## config.mk

```make
export PLATFORM = sky130hd
export DESIGN_NAME = tilt_decoder
export DESIGN_NICKNAME = d
export VERILOG_FILES = /design/src/rtl/tilt_decoder.sv
export SDC_FILE = /design/constraint.sdc
export NUM_CORES = 1
export LEC_CHECK = 0
export CELL_PAD_IN_SITES_DETAIL_PLACEMENT = 0
export CELL_PAD_IN_SITES_GLOBAL_PLACEMENT = 1
export CORE_ASPECT_RATIO = 1.25
export CORE_MARGIN = 3
export CORE_UTILIZATION = 32
export DETAILED_ROUTE_END_ITERATION = 10
export GPL_ROUTABILITY_DRIVEN = 0
export PLACE_DENSITY_LB_ADDON = 0.25
export SYNTH_ARGS = -nofsm -noshare
export SYNTH_HDL_FRONTEND = slang
export SYNTH_SLANG_ARGS = --single-unit
```

## constraint.sdc

```tcl
create_clock -name clk -period 1.9 [get_ports clk]
set_input_delay 0.19 -clock clk [delete_from_list [all_inputs] [get_ports clk]]
set_output_delay 0.19 -clock clk [all_outputs]
set_load 0.005 [all_outputs]
```

## src/rtl/tilt_decoder.sv

```systemverilog
// Tilt sample classifier plus debounce FSM producing the registered 2-bit rotate direction.
// Optional hysteresis on the published direction is enabled by defining TILT_HYSTERESIS_EN.
module tilt_decoder #(
  parameter int THRESH   = 4000,
  parameter int HYST     = 1000,
  parameter int DEBOUNCE = 4
) (
  input  logic               clk,
  input  logic               rst,
  input  logic               sample_valid_in,
  input  logic signed [15:0] ax_in,
  input  logic signed [15:0] ay_in,
  output logic [1:0]         rotate_out,
  output logic               changed_out
);

  typedef enum logic [1:0] {
    DIR_UP    = 2'b00,
    DIR_DOWN  = 2'b01,
    DIR_LEFT  = 2'b10,
    DIR_LEVEL = 2'b11
  } dir_t;

  typedef enum logic {
    ST_STABLE = 1'b0,
    ST_CAND   = 1'b1
  } state_t;

  localparam logic signed [16:0] TH_POS = 17'(THRESH);
  localparam logic signed [16:0] TH_NEG = 17'(-THRESH);
  localparam logic [7:0]         DEB    = 8'(DEBOUNCE);

  if (DEBOUNCE < 1 || DEBOUNCE > 255 || HYST < 0 || HYST > THRESH) begin : g_param_err
    $error("tilt_decoder: parameter out of range");
  end

  logic signed [16:0] ax_s;
  logic signed [16:0] ay_s;
  dir_t               cls_raw_d, cls_raw_q;
  logic               cls_vld_q;
  dir_t               cls_s;

  assign ax_s = {ax_in[15], ax_in};
  assign ay_s = {ay_in[15], ay_in};

  // Plain-threshold classification in priority order up, down, left, level.
  always_comb begin
    cls_raw_d = DIR_LEVEL;
    if (ay_s >= TH_POS) begin
      cls_raw_d = DIR_UP;
    end else if (ay_s <= TH_NEG) begin
      cls_raw_d = DIR_DOWN;
    end else if (ax_s <= TH_NEG) begin
      cls_raw_d = DIR_LEFT;
    end else begin
      cls_raw_d = DIR_LEVEL;
    end
  end

  dir_t   stable_q, stable_d;
  dir_t   cand_q, cand_d;
  logic [7:0] cnt_q, cnt_d;
  state_t state_q, state_d;
  logic [1:0] rotate_q;
  logic       changed_q;

`ifdef TILT_HYSTERESIS_EN
  localparam logic signed [16:0] HOLD_POS = 17'(THRESH - HYST);
  localparam logic signed [16:0] HOLD_NEG = 17'(HYST - THRESH);

  logic hold_up_q, hold_dn_q, hold_lf_q;

  // Hold flags are captured with the sample and resolved later against the live published
  // direction, so back-to-back samples always see every earlier commit.
  always_ff @(posedge clk or posedge rst) begin
    if (rst) begin
      hold_up_q <= 1'b0;
      hold_dn_q <= 1'b0;
      hold_lf_q <= 1'b0;
    end else if (sample_valid_in) begin
      hold_up_q <= (ay_s >= HOLD_POS);
      hold_dn_q <= (ay_s <= HOLD_NEG);
      hold_lf_q <= (ax_s <= HOLD_NEG);
    end
  end

  always_comb begin
    cls_s = cls_raw_q;
    if (stable_q == DIR_UP && hold_up_q) begin
      cls_s = DIR_UP;
    end else if (stable_q == DIR_DOWN && hold_dn_q) begin
      cls_s = DIR_DOWN;
    end else if (stable_q == DIR_LEFT && hold_lf_q) begin
      cls_s = DIR_LEFT;
    end else begin
      cls_s = cls_raw_q;
    end
  end
`else
  assign cls_s = cls_raw_q;
`endif

  // Stage 1 register: raw class and its valid flag.
  always_ff @(posedge clk or posedge rst) begin
    if (rst) begin
      cls_raw_q <= DIR_LEVEL;
      cls_vld_q <= 1'b0;
    end else begin
      cls_vld_q <= sample_valid_in;
      if (sample_valid_in) begin
        cls_raw_q <= cls_raw_d;
      end
    end
  end

  // Debounce next-state logic; only class-valid cycles move the state.
  always_comb begin
    state_d  = state_q;
    cand_d   = cand_q;
    cnt_d    = cnt_q;
    stable_d = stable_q;
    if (cls_vld_q) begin
      case (state_q)
        ST_STABLE: begin
          if (cls_s == stable_q) begin
            cnt_d = 8'd0;
          end else if (DEB == 8'd1) begin
            stable_d = cls_s;
            cand_d   = cls_s;
            cnt_d    = 8'd0;
          end else begin
            cand_d  = cls_s;
            cnt_d   = 8'd1;
            state_d = ST_CAND;
          end
        end
        ST_CAND: begin
          if (cls_s == stable_q) begin
            cnt_d   = 8'd0;
            state_d = ST_STABLE;
          end else if (cls_s != cand_q) begin
            cand_d = cls_s;
            cnt_d  = 8'd1;
          end else if (cnt_q >= DEB - 8'd1) begin
            stable_d = cand_q;
            cnt_d    = 8'd0;
            state_d  = ST_STABLE;
          end else begin
            cnt_d = cnt_q + 8'd1;
          end
        end
        default: begin
          cnt_d   = 8'd0;
          state_d = ST_STABLE;
        end
      endcase
    end else begin
      state_d = state_q;
    end
  end

  // Debounce state register.
  always_ff @(posedge clk or posedge rst) begin
    if (rst) begin
      state_q  <= ST_STABLE;
      cand_q   <= DIR_LEVEL;
      cnt_q    <= 8'd0;
      stable_q <= DIR_LEVEL;
    end else begin
      state_q  <= state_d;
      cand_q   <= cand_d;
      cnt_q    <= cnt_d;
      stable_q <= stable_d;
    end
  end

  // Output stage: a commit shows one cycle after it is decided, with a single-cycle pulse.
  always_ff @(posedge clk or posedge rst) begin
    if (rst) begin
      rotate_q  <= 2'b11;
      changed_q <= 1'b0;
    end else begin
      rotate_q  <= stable_q;
      changed_q <= (stable_q != dir_t'(rotate_q));
    end
  end

  assign rotate_out  = rotate_q;
  assign changed_out = changed_q;

endmodule

```

After elaboration in Yosys (flattened, before gate mapping)
Cells that the tools add are included.
- flip-flop bits (word level): 19
- input port bits: 35
- bits in writable memories: 0
- ROM bits: 0
- output and inout bits: 3
- memories kept: 0
- logic and storage cells: 41
- bits in latches: 0
- reductions and logical operators: 2
- eq/ne operators: 6
- multipliers: 0
- $lt $le $gt $ge: 4
- add/subtract/negate cells: 1
- muxes and demuxes: 17
- bitwise logic cells: 3
- div/mod/pow operators: 0
- shift operators: 0
- operator list (kind ; count):
    <= comparator 16 x 13 -> 1 bit, second input constant ; 2
    two-way mux 8 bit ; 3
    greater-or-equal comparator 16 x 13 -> 1 bit, second input constant ; 1
    one-hot mux 8 bit (2 select lines) ; 1
    two-way mux 2 bit ; 5
    adder 8 x 1 -> 8 bit, second input constant ; 1
    greater-or-equal comparator 8 x 2 -> 1 bit, second input constant ; 1
    two-way mux 1 bit ; 6
    AND reduction 5 bit ; 1
    != test 2 bit ; 2
    != test 2 bit, second input constant ; 2
    one-hot mux 2 bit (2 select lines) ; 1
    AND reduction 4 bit ; 1
    inverter 1 bit ; 3
    equality test 2 bit ; 1
    != test 2 x 1 -> 1 bit, second input constant ; 1
    one-hot mux 1 bit (2 select lines) ; 1

Longest topological paths before layout
Gate-level depths: netlist of run 1.
- depth in word-level cells: 5
- gate-level depth with buffers: 6
- mapped depth without buffers: 6

Worst setup path before layout of run 1
No wires, ideal clock.
- path type: register to register
- from: reg cls_raw_q[1]
- to: reg stable_q[0]
- data required time: 1.818 ns
- stages on the path, launching flop included: 6
- path buffers: 0
- arrival: 1.391 ns
- period minus slack after synthesis: 1.473 ns
- slack: 0.427 ns
- setup time: 0.082 ns
- cell sequence: dfstp_2 xnor2_1 nand3_1 a21oi_1 nor2b_4 mux2_4
- word-level cells in the longest chain between the ends: 3
- RTL lines (item ; line ; text):
    start, declared ; 39 ; dir_t cls_raw_d, cls_raw_q;
    start signal, assigned ; 111 ; cls_raw_q <= cls_raw_d;
    != test 2 bit / equality test 2 bit (equally long branches) ; 141, 138 ;
    inverter 1 bit (no source line) ; - ;
    AND reduction 5 bit (no source line) * ; - ;
    end signal, assigned ; 173 ; stable_q <= stable_d;
    end, declared ; 60 ; dir_t stable_q, stable_d;
Every way passes the cells marked *; elsewhere a longest branch is shown, timed or not.
A chain may end at the register's enable or synchronous reset.

Worst setup path in the final report of run 1
- from: reg cls_raw_q[0]
- to: reg stable_q[0]
Same word-level chain as after synthesis.

==> results of run 1 <==
-- where the power goes --
part / internal [uW] / switching [uW] / leakage [uW]
sequential: 445 / 24.0 / 0.000231
clock: 78.2 / 120 / 0.0000177
combinational: 110 / 71.2 / 0.000303
-- state kept, by name, summed over array words and instances, names as in the netlist --
| register | cells |
|---|---|
| cnt_q | 8 |
| cand_q | 2 |
| cls_raw_q | 2 |
| rotate_out | 2 |
| stable_q | 2 |
| changed_out | 1 |
| cls_vld_q | 1 |
| state_q | 1 |
-- cell usage after synthesis (all sizes together) --
| master | n | area (um^2) |
|---|---|---|
| nand3 | 3 | 15.0 |
| nor3b | 1 | 12.5 |
| a32oi | 1 | 8.76 |
| nor3 | 4 | 25.0 |
| and3 | 1 | 7.51 |
| nor4 | 4 | 37.5 |
| xnor2 | 7 | 61.3 |
| a21oi | 2 | 13.8 |
| o22ai | 4 | 25.0 |
| inv | 7 | 26.3 |
| o211ai | 1 | 7.51 |
| nor2b | 5 | 38.8 |
| a31oi | 1 | 6.26 |
| o21ai | 7 | 38.8 |
| a21boi | 1 | 7.51 |
| dfstp | 8 | 210 |
| nand2 | 6 | 22.5 |
| nand4 | 5 | 31.3 |
| dfrtp | 11 | 275 |
| mux2 | 2 | 30.0 |
| ha | 1 | 12.5 |
| or4 | 1 | 11.3 |
| buf | 1 | 5.00 |
| nor2 | 8 | 30.0 |
| o31ai | 1 | 12.5 |
| xor2 | 2 | 17.5 |
-- final timing paths --
path	endpoint	slack, ns	cells past startpoint	from
setup / recovery	stable_q[0]$_DFFE_PP1P_	0.32	5	cls_raw_q[0]$_DFFE_PP1P_
setup reg to reg	stable_q[0]$_DFFE_PP1P_	0.32	5	cls_raw_q[0]$_DFFE_PP1P_
hold reg to reg	rotate_out[1]$_DFF_PP1_	0.40	0	stable_q[1]$_DFFE_PP1P_
min in group clk	rotate_out[1]$_DFF_PP1_	0.40	0	stable_q[1]$_DFFE_PP1P_
hold / removal	state_q$_DFFE_PP0P_	0.30	2	rst
max in group asynchronous	cnt_q[0]$_DFFE_PP0P_	1.17	2	rst
-- final cells by class --
type	count	share of cell area
inverters	7	0.0184
repair buffers	37	0.260
multi-input cells	68	0.332
well taps	34	0.0299
clock inverters	1	0.00351
clock buffers	3	0.0158
flip-flops and latches	19	0.341
-- worst reg2reg max path, stage by stage, from the launching register on --
cell and delay, ns:
dfstp_2 0.57, xnor2_1 0.13, nand3_1 0.13, a21oi_1 0.18, nor2b_4 0.21, mux2_4 0.30
-- stage by stage --
step,total power [uW],instance area [um^2]
detailed placement,662,1400
floorplan,557,990
finish,848,1430
global route,903,1430
CTS,863,1430
global placement,657,1400
-- logic make-up after synthesis --
logic type,Yosys count
buffers and inverters,8
muxes,2
adders and majority gates,1
xor gates and xnor gates,9
and+or+nand+nor,38
DFF,19
AOI/OAI and AO/OA,18
-- metal layers --
| metal | global-route usage | vias to the layer above |
|---|---|---|
| met5 | 0 | - |
| li1 | - | 422 |
| met2 | 0.200 | 39 |
| met1 | 0.140 | 388 |
| met4 | 0.0638 | 0 |
| met3 | 0.0151 | 2 |
==> summary.md, run 1 <==
| Metric | Value |
|---|---|
| Status | `finished, final reports clean` |
| Die height | `~70 um` |
| Lkg Pwr | `0.000551 uW` |
| WP buf/inv | `0` |
| Setup TNS | `0 ns` |
| Pins Over Slew Limit | `0` |
| Post-synthesis mux area share | `0.0303` |
| Met1 Wirelength | `844 um` |
| Largest net degree at the start of global routing | `20` |
| Hold Vio Cnt, Final | `0` |
| Final worst setup slack | `~0.32 ns` |
| Register area | `just under 500 um^2` |
| Post-layout util | `0.507` |
| CTS Buf Count | `3` |
| Peak VDD IR | `0.000368 V` |
| Synth Cell Area | `just under 1000 um^2` |
| Cell Chain, Critical Path | `xnor2_1 -> nand3_1 -> a21oi_1 -> nor2b_4 -> mux2_4` |
| Inst Count DP | `roughly 170` |
| Via count | `851` |
| Metal2 WL | `905 um` |
| Filler instances | `260` |
| # DRC | `0` |
| Worst Tran Pin Value | `0.681 ns` |
| Root Buffer | `clkbuf_4` |
| FP Rows | `21` |
| Tcrit/Tclk final | `0.833` |
| CTS tree | `built` |
| Post-route ant nets | `0` |
| Resized cells post-CTS | `0` |
| Layout cells sized above 1 | `0.178` |
| Final Skew | `between 0.001 and 0.0015 ns` |
| RSZ-0062 raised after global routing | `false` |
| Gr usage total | `0.115` |
| Vias in the first global route | `891` |
| Synth Area in Adders | `0.0126` |
| Pre-antenna DRT Iters | `4` |
| Minimum clock period | `between 1.5 and 2 ns` |
| Hpwl dp | `between 1500 and 2000 um` |
| Crit Path Category | `flip-flop to flip-flop` |
| CP arrival | `between 1.5 and 2 ns` |
| Slowest stage cell, crit path | `dfstp_2` |
| Syn Inst Count | `95` |
| XOR/XNOR Fraction of Synth Area | `0.0796` |
| Multi-input logic area | `473 um^2` |
| Wirelength, routed | `approximately 1900 um` |
| Critical path's top delay family | `flip-flops` |
| Crit end category | `flip-flop` |
| First-pass GRT wire length | `3540 um` |
| Simple-gate portion of the synthesized area | `0.234` |
| Largest family of logic cells by synthesized area | `simple AND/OR/NAND/NOR gates` |
| Max Fclk | `between 600 and 700 MHz` |
| Clock slew at reported path FFs | `~0.11 ns` |
| # clock sinks | `19` |
| WP data required | `about 2.1 ns` |
| Post-CTS Setup Inserts | `0` |
| Setup slack at placement | `between 0.2 and 0.25 ns` |
| Synth cell types | `32` |
| Met3 WL | `roughly 150 um` |
| Avg Cell Area, Syn | `roughly 10 um^2` |
| Cts hold-fix bufs | `0` |
| Synth Area in Compound Gates | `0.121` |
| Max Used Layer | `met4` |
| Area Overhead vs Synth | `44.0%` |
| Iter 0 DRT Violations | `13` |
| Slew headroom | `0.546` |
| Starting Density | `0.352` |
| Count of non-filler cells in the finished layout | `169` |
| Drt wl/cell | `around 11 um` |
| H-tree depth | `1` |
| Flops & latches, synth | `19` |
| Core footprint | `~2800 um^2` |
| YS warnings | `0` |
| Seq/Total Area, Yosys | `0.491` |
| Crit Path Max Fanout | `3` |
| Vias per inst | `roughly 5.0` |
| DIE AREA | `between 3000 and 4000 um^2` |
| Most frequent cells in the layout | `37 x clkdlybuf4s50_1, 11 x dfrtp_1, 8 x nor2_1, 8 x dfstp_2` |
| Gr ovfl total | `0` |
| Io pins | `38` |
| Most common cell after layout, fill and taps aside | `clkdlybuf4s50_1` |
| Post-Syn Nets | `approximately 130` |
| Max incr delay on CP | `~0.57 ns` |
| Min-Delay Path Class | `input pin to async pin` |
| Max Cap Viol | `0` |
| # diodes | `0` |
| Total Nets Final | `~170` |
| PortBufs | `37` |
| Crit start category | `flip-flop` |
| Die Span X | `~56 um` |
| Final hold slack | `~0.30 ns` |
| Max clock buf depth | `2` |
| # setup viols final | `0` |
| Pwr Density | `~590 nW/um^2` |
| Initial antenna violation count | `0` |
| Clk_lat worst skew | `a little under 0.3 ns` |
Note: power is estimated with default switching activity, not from simulation.
==> inputs of run 2 (changes only) <==
--- a/config.mk
+++ b/config.mk
@@ -9,7 +9,7 @@
 export CELL_PAD_IN_SITES_GLOBAL_PLACEMENT = 1
 export CORE_ASPECT_RATIO = 1.25
 export CORE_MARGIN = 3
-export CORE_UTILIZATION = 32
+export CORE_UTILIZATION = 29
 export DETAILED_ROUTE_END_ITERATION = 10
 export GPL_ROUTABILITY_DRIVEN = 0
 export PLACE_DENSITY_LB_ADDON = 0.25
==> constraint.sdc (replaced) <==
create_clock -name clk -period 1.3 [get_ports clk]
set_input_delay 0.13 -clock clk [delete_from_list [all_inputs] [get_ports clk]]
set_output_delay 0.13 -clock clk [all_outputs]
set_load 0.005 [all_outputs]
==> summary.md, run 2 (synthesis gave the netlist of run 1 again) <==
| Metric | Value |
|---|---|
| Crit path to | `stable_q[0]$_DFFE_PP1P_` |
| Starting Density | `0.304` |
| Max incr delay on CP | `0.58 ns` |
| Most frequent cells in the layout | `29 x clkdlybuf4s50_1, 22 x buf_4, 11 x dfrtp_1` |
| Setup crit start | `cls_raw_q[0]$_DFFE_PP1P_` |
| Largest net degree at the start of global routing | `20` |
| Crit Path Max Fanout | `3` |
| First-pass GRT wire length | `about 4100 um` |
| Core footprint | `around 3300 um^2` |
| Cell Int Power | `roughly 1100 uW` |
| Overall power | `1590 uW` |
| RR Endpoint | `stable_q[0]$_DFFE_PP1P_` |
| Max Cap Viol | `0` |
| FP Rows | `23` |
| Most common cell after layout, fill and taps aside | `clkdlybuf4s50_1` |
| Die height | `just over 70 um` |
| RR Startpoint | `cls_raw_q[0]$_DFFE_PP1P_` |
| Die Span X | `roughly 58 um` |
| Pins Over Slew Limit | `0` |
| Inst Count DP | `about 190` |
| Pre-antenna DRT Iters | `4` |
| Min-Delay Path Class | `input pin to async pin` |
| Status | `complete, but fails checks` |
| Crit Path Category | `flip-flop to flip-flop` |
| Final Skew | `around 0.0056 ns` |
| Max Fclk | `642 MHz` |
| Iter 0 DRT Violations | `21` |
| Io pins | `38` |
| Combinational share of power | `0.300` |
| DIE AREA | `around 4200 um^2` |
| H-tree depth | `1` |
| Worst Tran Pin Value | `roughly 0.28 ns` |
| Initial antenna violation count | `0` |
| Cell Chain, Critical Path | `xnor2_2 -> nand3_2 -> a21oi_2 -> nor2b_4 -> mux2_4` |
| Failing checks | `negative setup slack` |
| Drt wl/cell | `roughly 13 um` |
| Reg2reg path depth | `5` |
| Root Buffer | `clkbuf_8` |
| Clock slew at reported path FFs | `0.08 ns` |
| Pwr Density | `878 nW/um^2` |
| Sw frac | `0.279` |
| Post-route ant nets | `0` |
| Wirelength, routed | `around 2500 um` |
| Count of non-filler cells in the finished layout | `about 200` |
| Peak VDD IR | `0.000629 V` |
| # setup viols final | `7` |
| # diodes | `0` |
| Slowest stage cell, crit path | `dfstp_2` |
| Setup TNS | `-1.39 ns` |
| RSZ-0062 raised after global routing | `true` |
| Final worst setup slack | `-0.257 ns` |
| CTS tree | `built` |
| Hold Vio Cnt, Final | `0` |
| Via count | `~950` |
| Area Overhead vs Synth | `82.4%` |
| Switching pwr | `442 uW` |
| Total Nets Final | `roughly 200` |
| PortBufs | `37` |
| Gr ovfl total | `0` |
| Reg power frac | `0.433` |
| Vias in the first global route | `around 1,100` |
| Crit start category | `flip-flop` |
| Layout cells sized above 1 | `0.416` |
| WP data required | `about 1.5 ns` |
| CTS Buf Count | `3` |
| Worst R2R Setup Slack | `-0.26 ns` |
| Clk_lat worst skew | `approximately 0.26 ns` |
| Max FFs per register | `8` |
| Hpwl dp | `between 1500 and 2000 um` |
| Lkg Pwr | `about 0.00075 uW` |
| Vias per inst | `4.82` |
| Tcrit/Tclk final | `1.20` |
| Crit end category | `flip-flop` |
| Max clock buf depth | `2` |
| # clock sinks | `19` |
| WP depth | `5` |
| Gr usage total | `0.127` |
| Critical path's top delay family | `flip-flops` |
| Largest Register | `cnt_q` |
| CP arrival | `approximately 1.8 ns` |
| Slew headroom | `0.811` |
| Clock power share | `0.267` |
| WP buf/inv | `0` |
| Minimum clock period | `roughly 1.6 ns` |
| # DRC | `0` |
[run 2: cell count changes in the layout (fill, tap and decap cells not counted), sizes merged]
| cell | delta |
|---|---|
| clkdlybuf4s50 | -8 |
| dlygate4sd2 | +8 |
| buf | +26 |
[run 2: metal layers]
| layer | part of all wire | vias up | GRT usage |
|---|---|---|---|
| met5 | 0 | - | 0 |
| met4 | 0.049 | 0 | 0.0696 |
| met3 | 0.064 | 9 | 0.0216 |
| met2 | 0.53 | 43 | 0.235 |
| met1 | 0.36 | 428 | 0.133 |
| li1 | - | 474 | - |
[run 2: how the worst min path moves through the flow]
stage	end	slack, ns
after detailed placement	changed_out$_DFF_PP0_	0.48
after global routing	changed_out$_DFF_PP0_	0.20
after global placement	changed_out$_DFF_PP0_	0.47
after floorplan	changed_out$_DFF_PP0_	0.08
final	changed_out$_DFF_PP0_	0.18
after CTS	changed_out$_DFF_PP0_	0.19
[run 2: power groups by stage]
stage	sequential (uW)	clock [uW]	combinational, uW
CTS	681	428	362
global placement	687	0	326
global route	693	469	514
detailed placement	687	0	333
floorplan	687	0	129
finish	687	424	475
[run 2: final cells by class]
| type | instances | area [um^2] |
|---|---|---|
| Inverter | 7 | 26.3 |
| Fill cell | 292 | 1450 |
| Clock inverter | 1 | 5.00 |
| Multi-Input combinational cell | 68 | 631 |
| Timing Repair Buffer | 63 | 571 |
| Clock buffer | 3 | 41.3 |
| Sequential cell | 19 | 485 |
| Tap cell | 37 | 46.3 |
[run 2: worst min-delay path, delay by kind of cell]
kind / cells / cell delay, ns
buf+inv: 3 / 0.69
[run 2: per-stage QoR]
stage	area, um^2	hold slack, ns	setup WS, ns	util
finish	1810	0.180	-0.257	0.555
global route	1810	0.203	-0.308	0.555
CTS	1640	0.187	-0.245	0.505
detailed placement	1540	0.478	-0.311	0.474
global placement	1540	0.466	-0.271	0.474
floorplan	993	0.0752	-0.149	-
[run 2: timing repair]
action	in CTS	in global routing
setup endpoints to repair	13	11
pin swaps	9	11
endpoints found under the hold margin	0	0
gates resized for setup	17	24
hold buffers	0	0
setup buffers	4	7
